File: src/rtl/canvas_plot_sequencer.sv
`default_nettype none
// ----------------------------------------------------------------------------
//  Module   : canvas_plot_sequencer
//  Purpose  : Shares the framebuffer plot port between the canvas clear sweep
//             and the mouse brush.
//  Revision : 1.0
// ----------------------------------------------------------------------------
module canvas_plot_sequencer #(
   parameter int         WIDTH      = 160,
   parameter int         HEIGHT     = 120,
   parameter int         BRUSH      = 3,
   parameter logic [2:0] INK_COLOUR = 3'b000,
   parameter logic [2:0] BG_COLOUR  = 3'b111
) (
   input  logic       clk,
   input  logic       resetn,
   input  logic       clear_req,
   input  logic [9:0] mouse_x,
   input  logic [9:0] mouse_y,
   input  logic       left_button,
   output logic [7:0] x,
   output logic [6:0] y,
   output logic [2:0] colour,
   output logic       plot,
   output logic       busy,
   output logic       clear_done
);

   localparam logic [1:0] S_IDLE  = 2'd0;
   localparam logic [1:0] S_CLEAR = 2'd1;
   localparam logic [1:0] S_BRUSH = 2'd2;

   localparam logic [7:0]        X_MAX = 8'(WIDTH - 1);
   localparam logic [6:0]        Y_MAX = 7'(HEIGHT - 1);
   localparam logic [9:0]        W_LIM = 10'(WIDTH);
   localparam logic [9:0]        H_LIM = 10'(HEIGHT);
   localparam logic [2:0]        B_MAX = 3'(BRUSH - 1);
   localparam logic signed [8:0] HALF  = 9'((BRUSH - 1) / 2);

   logic [1:0] state_q, state_d;
   logic [7:0] x_q, x_d;
   logic [6:0] y_q, y_d;
   logic [2:0] colour_q, colour_d;
   logic       plot_q, plot_d;
   logic       busy_q, busy_d;
   logic       clear_done_q, clear_done_d;
   logic       clear_pend_q, clear_pend_d;
   logic       clr_fin_q, clr_fin_d;
   logic       have_last_q, have_last_d;
   logic [7:0] last_x_q, last_x_d;
   logic [6:0] last_y_q, last_y_d;
   logic [7:0] cx_q, cx_d;
   logic [6:0] cy_q, cy_d;
   logic [7:0] clr_x_q, clr_x_d;
   logic [6:0] clr_y_q, clr_y_d;
   logic [2:0] bx_q, bx_d;
   logic [2:0] by_q, by_d;

   logic [7:0]        cx_w;
   logic [6:0]        cy_w;
   logic signed [8:0] px_w;
   logic signed [8:0] py_w;
   logic              pix_ok_w;

   assign cx_w = (mouse_x >= W_LIM) ? X_MAX : mouse_x[7:0];
   assign cy_w = (mouse_y >= H_LIM) ? Y_MAX : mouse_y[6:0];

   // Nine-bit signed sums keep off-canvas offsets negative instead of wrapping.
   assign px_w = $signed({1'b0, cx_q}) + $signed({6'b0, bx_q}) - HALF;
   assign py_w = $signed({2'b0, cy_q}) + $signed({6'b0, by_q}) - HALF;
   assign pix_ok_w = !px_w[8] && (px_w[7:0] <= X_MAX) &&
                     !py_w[8] && (py_w[7:0] <= {1'b0, Y_MAX});

   always_comb begin
      state_d      = state_q;
      x_d          = x_q;
      y_d          = y_q;
      colour_d     = colour_q;
      plot_d       = 1'b0;
      busy_d       = 1'b0;
      clear_done_d = 1'b0;
      clear_pend_d = clear_pend_q;
      clr_fin_d    = clr_fin_q;
      have_last_d  = have_last_q;
      last_x_d     = last_x_q;
      last_y_d     = last_y_q;
      cx_d         = cx_q;
      cy_d         = cy_q;
      clr_x_d      = clr_x_q;
      clr_y_d      = clr_y_q;
      bx_d         = bx_q;
      by_d         = by_q;

      case (state_q)
         S_IDLE: begin
            clear_done_d = clr_fin_q;
            clr_fin_d    = 1'b0;
            if (!left_button) have_last_d = 1'b0;
            if (clear_req || clear_pend_q) begin
               state_d      = S_CLEAR;
               clear_pend_d = 1'b0;
               clr_x_d      = 8'd0;
               clr_y_d      = 7'd0;
            end else if (left_button &&
                         (!have_last_q || cx_w != last_x_q || cy_w != last_y_q)) begin
               state_d = S_BRUSH;
               cx_d    = cx_w;
               cy_d    = cy_w;
               bx_d    = 3'd0;
               by_d    = 3'd0;
            end
         end
         S_CLEAR: begin
            x_d      = clr_x_q;
            y_d      = clr_y_q;
            colour_d = BG_COLOUR;
            plot_d   = 1'b1;
            busy_d   = 1'b1;
            if (clr_x_q == X_MAX) begin
               clr_x_d = 8'd0;
               if (clr_y_q == Y_MAX) begin
                  state_d     = S_IDLE;
                  clr_fin_d   = 1'b1;
                  have_last_d = 1'b0;
               end else begin
                  clr_y_d = clr_y_q + 7'd1;
               end
            end else begin
               clr_x_d = clr_x_q + 8'd1;
            end
         end
         S_BRUSH: begin
            x_d      = px_w[7:0];
            y_d      = py_w[6:0];
            colour_d = INK_COLOUR;
            plot_d   = pix_ok_w;
            busy_d   = 1'b1;
            if (clear_req) clear_pend_d = 1'b1;
            if (bx_q == B_MAX) begin
               bx_d = 3'd0;
               if (by_q == B_MAX) begin
                  state_d     = S_IDLE;
                  last_x_d    = cx_q;
                  last_y_d    = cy_q;
                  have_last_d = 1'b1;
               end else begin
                  by_d = by_q + 3'd1;
               end
            end else begin
               bx_d = bx_q + 3'd1;
            end
         end
         default: state_d = S_IDLE;
      endcase
   end

   always_ff @(posedge clk or negedge resetn) begin
      if (!resetn) begin
         state_q      <= S_IDLE;
         x_q          <= 8'd0;
         y_q          <= 7'd0;
         colour_q     <= 3'd0;
         plot_q       <= 1'b0;
         busy_q       <= 1'b0;
         clear_done_q <= 1'b0;
         clear_pend_q <= 1'b0;
         clr_fin_q    <= 1'b0;
         have_last_q  <= 1'b0;
         last_x_q     <= 8'd0;
         last_y_q     <= 7'd0;
         cx_q         <= 8'd0;
         cy_q         <= 7'd0;
         clr_x_q      <= 8'd0;
         clr_y_q      <= 7'd0;
         bx_q         <= 3'd0;
         by_q         <= 3'd0;
      end else begin
         state_q      <= state_d;
         x_q          <= x_d;
         y_q          <= y_d;
         colour_q     <= colour_d;
         plot_q       <= plot_d;
         busy_q       <= busy_d;
         clear_done_q <= clear_done_d;
         clear_pend_q <= clear_pend_d;
         clr_fin_q    <= clr_fin_d;
         have_last_q  <= have_last_d;
         last_x_q     <= last_x_d;
         last_y_q     <= last_y_d;
         cx_q         <= cx_d;
         cy_q         <= cy_d;
         clr_x_q      <= clr_x_d;
         clr_y_q      <= clr_y_d;
         bx_q         <= bx_d;
         by_q         <= by_d;
      end
   end

   assign x          = x_q;
   assign y          = y_q;
   assign colour     = colour_q;
   assign plot       = plot_q;
   assign busy       = busy_q;
   assign clear_done = clear_done_q;

endmodule
`default_nettype wire
File: config.mk
export PLATFORM = sky130hd
export DESIGN_NAME = canvas_plot_sequencer
export DESIGN_NICKNAME = d
export VERILOG_FILES = /design/src/rtl/canvas_plot_sequencer.sv
export SDC_FILE = /design/constraint.sdc
export NUM_CORES = 1
export LEC_CHECK = 0
export CAP_MARGIN = 10
export CORE_UTILIZATION = 45
export CTS_CLUSTER_DIAMETER = 40
export DETAILED_ROUTE_END_ITERATION = 6
export GPL_ROUTABILITY_DRIVEN = 0
export HOLD_SLACK_MARGIN = 0.1
export PLACE_DENSITY = 0.79
export SLEW_MARGIN = 0
export SYNTH_ARGS = -nofsm -noshare
export SYNTH_HDL_FRONTEND = slang
export SYNTH_SLANG_ARGS = --single-unit
File: constraint.sdc
create_clock -name clk -period 2.2 [get_ports clk]
set_input_delay 0.33 -clock clk [delete_from_list [all_inputs] [get_ports clk]]
set_output_delay 0.33 -clock clk [all_outputs]
set_load 0.01 [all_outputs]
==> metrics.md <==
| Metric | Value |
|---|---|
| Asr flop ratio synth | 100% |
| CP Class | register to register |
| Primary FF master, synth | dfrtp_1 |
| Synth Area in XOR/XNOR | between 3 and 4% |
| Post-placement worst setup slack | -827 ps |
| Syn Std Cell Area | 4390 um2 |
| First-pass GRT wire length | approximately 21 mm |
| Total grt overflow | 0 |
| Post-synthesis sequential area ratio | a little over two fifths |
| Post-synth EDFFs | 0 |
| # rows | 35 |
| DIE WIDTH | about 100 um |
| Critical path destination | by_q[0] |
| Slew of the pin with the lowest slew margin | about 630 ps |
| Flop-to-flop setup slack | -270 ps |
| Initial DRT Pass Iterations | 7 |
| HPWL Detailed | a little under 8 mm |
| Slew Viols, Final | 0 |
| Final core occ | between 60% and 70% |
| Worst vdd rail ir drop | 555 uV |
| Reg2Reg Depth | 9 |
| Yosys warnings | 0 |
| Antenna violations before repair | 0 |
| Syn_nets | ~540 |
| Largest net degree at the start of global routing | a little over 40 |
| Initial DRC Count | between 200 and 300 |
| Pleak | slightly below 3 nW |
| Worst Setup SP | last_x_q[2] |
| DRC errors left | 0 |
| IO Port Bufs | 44 |
| Syn avg cell area | just over 9 um2 |
| Fin crit period | around 2500 ps |
| Final hold violation count | 0 |
| Core area | about 9300 um2 |
| Area Overhead vs Synth | 46.3% |
| Synth Instances | slightly below 500 |
| Failing checks | negative setup slack |
| Startpoint types | register |
| Critical path peak fanout | 6 |
| Clk_lat worst skew | around 360 ps |
| Fraction of synthesized area in multiplexers | ~4.7% |
| Most common cell after layout, fill and taps aside | buf_4 |
| Die Y | 101 um |
| Fillcell total | 620 |
| Longest Clk Path Bufs | 2 |
| Critical Path AT | between 2000 and 3000 ps |
| Post-route worst setup slack | -273 ps |
| CP Buf/Inv Count | 1 |
| Largest family of logic cells by synthesized area | compound AO/OA/AOI/OAI gates |
| HP Class | primary input to register |
| Vias in the first global route | between 4k and 5k |
| Total Routed Length | around 13 mm |
| Antenna Nets Post-Route | 0 |
| Global-route usage over all layers | between 20% and 30% |
| Die area | approximately 10000 um2 |
| Sink Count | 75 |
| Num CTS Buffers | 9 |
| Crit path depth | 9 |
| Simple-Gate Fraction of Synth Area | between 10 and 15% |
| CTS tree | yes |
| Number of library cell types mapped by synthesis | 53 |
| Cell area power density | between 1000 and 1500 nW/um2 |
| Crit path max-delay family | compound AO/OA/AOI/OAI gates |
| Inserted Diodes | 0 |
| Worst Path Required | 2430 ps |
| Routed vias/inst | between 5 and 6 |
| Highest-delay cell along the critical path | dfrtp_1 |
| Initial Utilization | 47.1% |
| Worst R2R Start | last_x_q[2] |
| Root buffer cell | clkbuf_8 |
| RSZ-0062 raised after global routing | yes |
| FF-to-FF End | by_q[0] |
| Max transition margin | between 50 and 60% |
| Routed vias | approximately 4.2k |
| Status | finished, violations left |
| Most frequent cells in the layout | buf_4 (79), dfrtp_1 (75), inv_1 (39), nand2_1 (37), nor2_1 (32) |
| Fin nets | roughly 670 |
| # setup viols final | 26 |
| Synth Area in Compound Gates | a little under a fifth |
| Crit end category | register |
| Crit-path max cell delay | ~420 ps |
| Average wire per standard cell | about 18 um |
| CTS H-tree depth | 3 |
| Layout Skew | about 15 ps |
| Crit-path cells | buf_6, nor4_4, a22o_1, nand3_1, a311o_1, o41a_1, nor2b_4, o211a_1, mux2_2 |
| Max cap viols | 0 |
| Yosys reg bits | 75 |
| Top Ports | 45 |
| Adder-cell share of the synthesized area | under 10% |
| Fmax | slightly above 400 MHz |
| Layout cell share with drive strength beyond 1 | approximately a third |
| Final period util | 112% |
| Reg clk slew, reported paths | about 90 ps |
[where the power goes]
part,internal [mW],leakage [nW],switching (mW)
Clock,0.763,0.122,0.511
Sequential,1.82,0.970,0.308
Combinational,3.11,1.81,3.13
Total,5.69,2.90,3.95
[flip-flops by register name (all words and copies together) (netlist names), 2 cells and up]
name,count
bx_q,3
by_q,3
clr_x_q,8
clr_y_q,7
cx_q,8
cy_q,7
last_x_q,8
last_y_q,7
state_q,2
x,8
y,7
[routing by layer]
metal	wire (um)	track usage, %	vias up
met3	602	4.44	45
li1	-	-	1947
met2	6810	48.2	157
met4	484	13.4	0
met1	5180	29.3	2086
met5	0	0	-
[stage by stage]
stage	instances	area, um2	setup TNS (ps)	hold WS, ps	power [mW]
finish	746	6420	-3680	443	9.64
global route	746	6420	-6190	492	10.2
CTS	739	6170	-2690	405	8.88
detailed placement	701	5410	-18020	327	6.62
global placement	701	5410	-14670	316	6.42
floorplan	484	4420	-3730	34.4	4.83
[worst min path at each step]
stage                          start     endpoint  slack (ps)  depth (start not counted)
after global routing      mouse_y[5]      cy_q[5]         490                          4
after floorplan               resetn         busy          30                          0
after global placement        resetn      cx_q[4]         320                          1
final                     mouse_x[3]      cx_q[3]         440                          3
after detailed placement      resetn  last_x_q[4]         330                          1
after CTS                 mouse_x[3]      cx_q[3]         400                          3
[worst min-delay path, stage by stage]
cell           delay, ps
dlygate4sd2_1        280
o21ai_2               80
o21ai_1               70
[cell usage after synthesis, types with 9 or more instances]
cell / number / area, um2
o21ai_0: 55 / 275
inv_1: 53 / 199
a21oi_1: 37 / 185
nor2_1: 38 / 143
ha_1: 28 / 350
nand2_1: 39 / 146
clkbuf_1: 12 / 45.0
xnor2_1: 11 / 96.3
nand3_1: 12 / 60.1
dfrtp_1: 75 / 1880
xor2_1: 9 / 78.8
mux2i_1: 15 / 150
[cell families (layout without fill, tap and decap cells)]
family	after synthesis	count (layout)
buffers and inverters	70	203
multiplexers	20	20
adder cells (fa/ha/maj)	30	30
flip-flops	75	75
AND/OR/NAND/NOR	134	134
XOR/XNOR	20	20
AO/OA/AOI/OAI	135	135
[layout make-up]
cell class / count / area (um2) / area share, %
clock buffers: 13 / 179 / 2.78
clock inverters: 3 / 67.6 / 1.05
inverters: 53 / 204 / 3.17
multi-input cells: 339 / 2740 / 42.7
flip-flops and latches: 75 / 1880 / 29.2
well taps: 129 / 161 / 2.51
repair buffers: 134 / 1190 / 18.6
[what timing repair did]
action,CTS,global route
gates resized for setup,105,52
setup buffers,18,8
hold buffers,1,0
cloned,3,0
endpoints found under the hold margin,35,0
endpoints found under the setup margin,31,32
pin swaps,36,25
(Power assumes the default switching activity.)
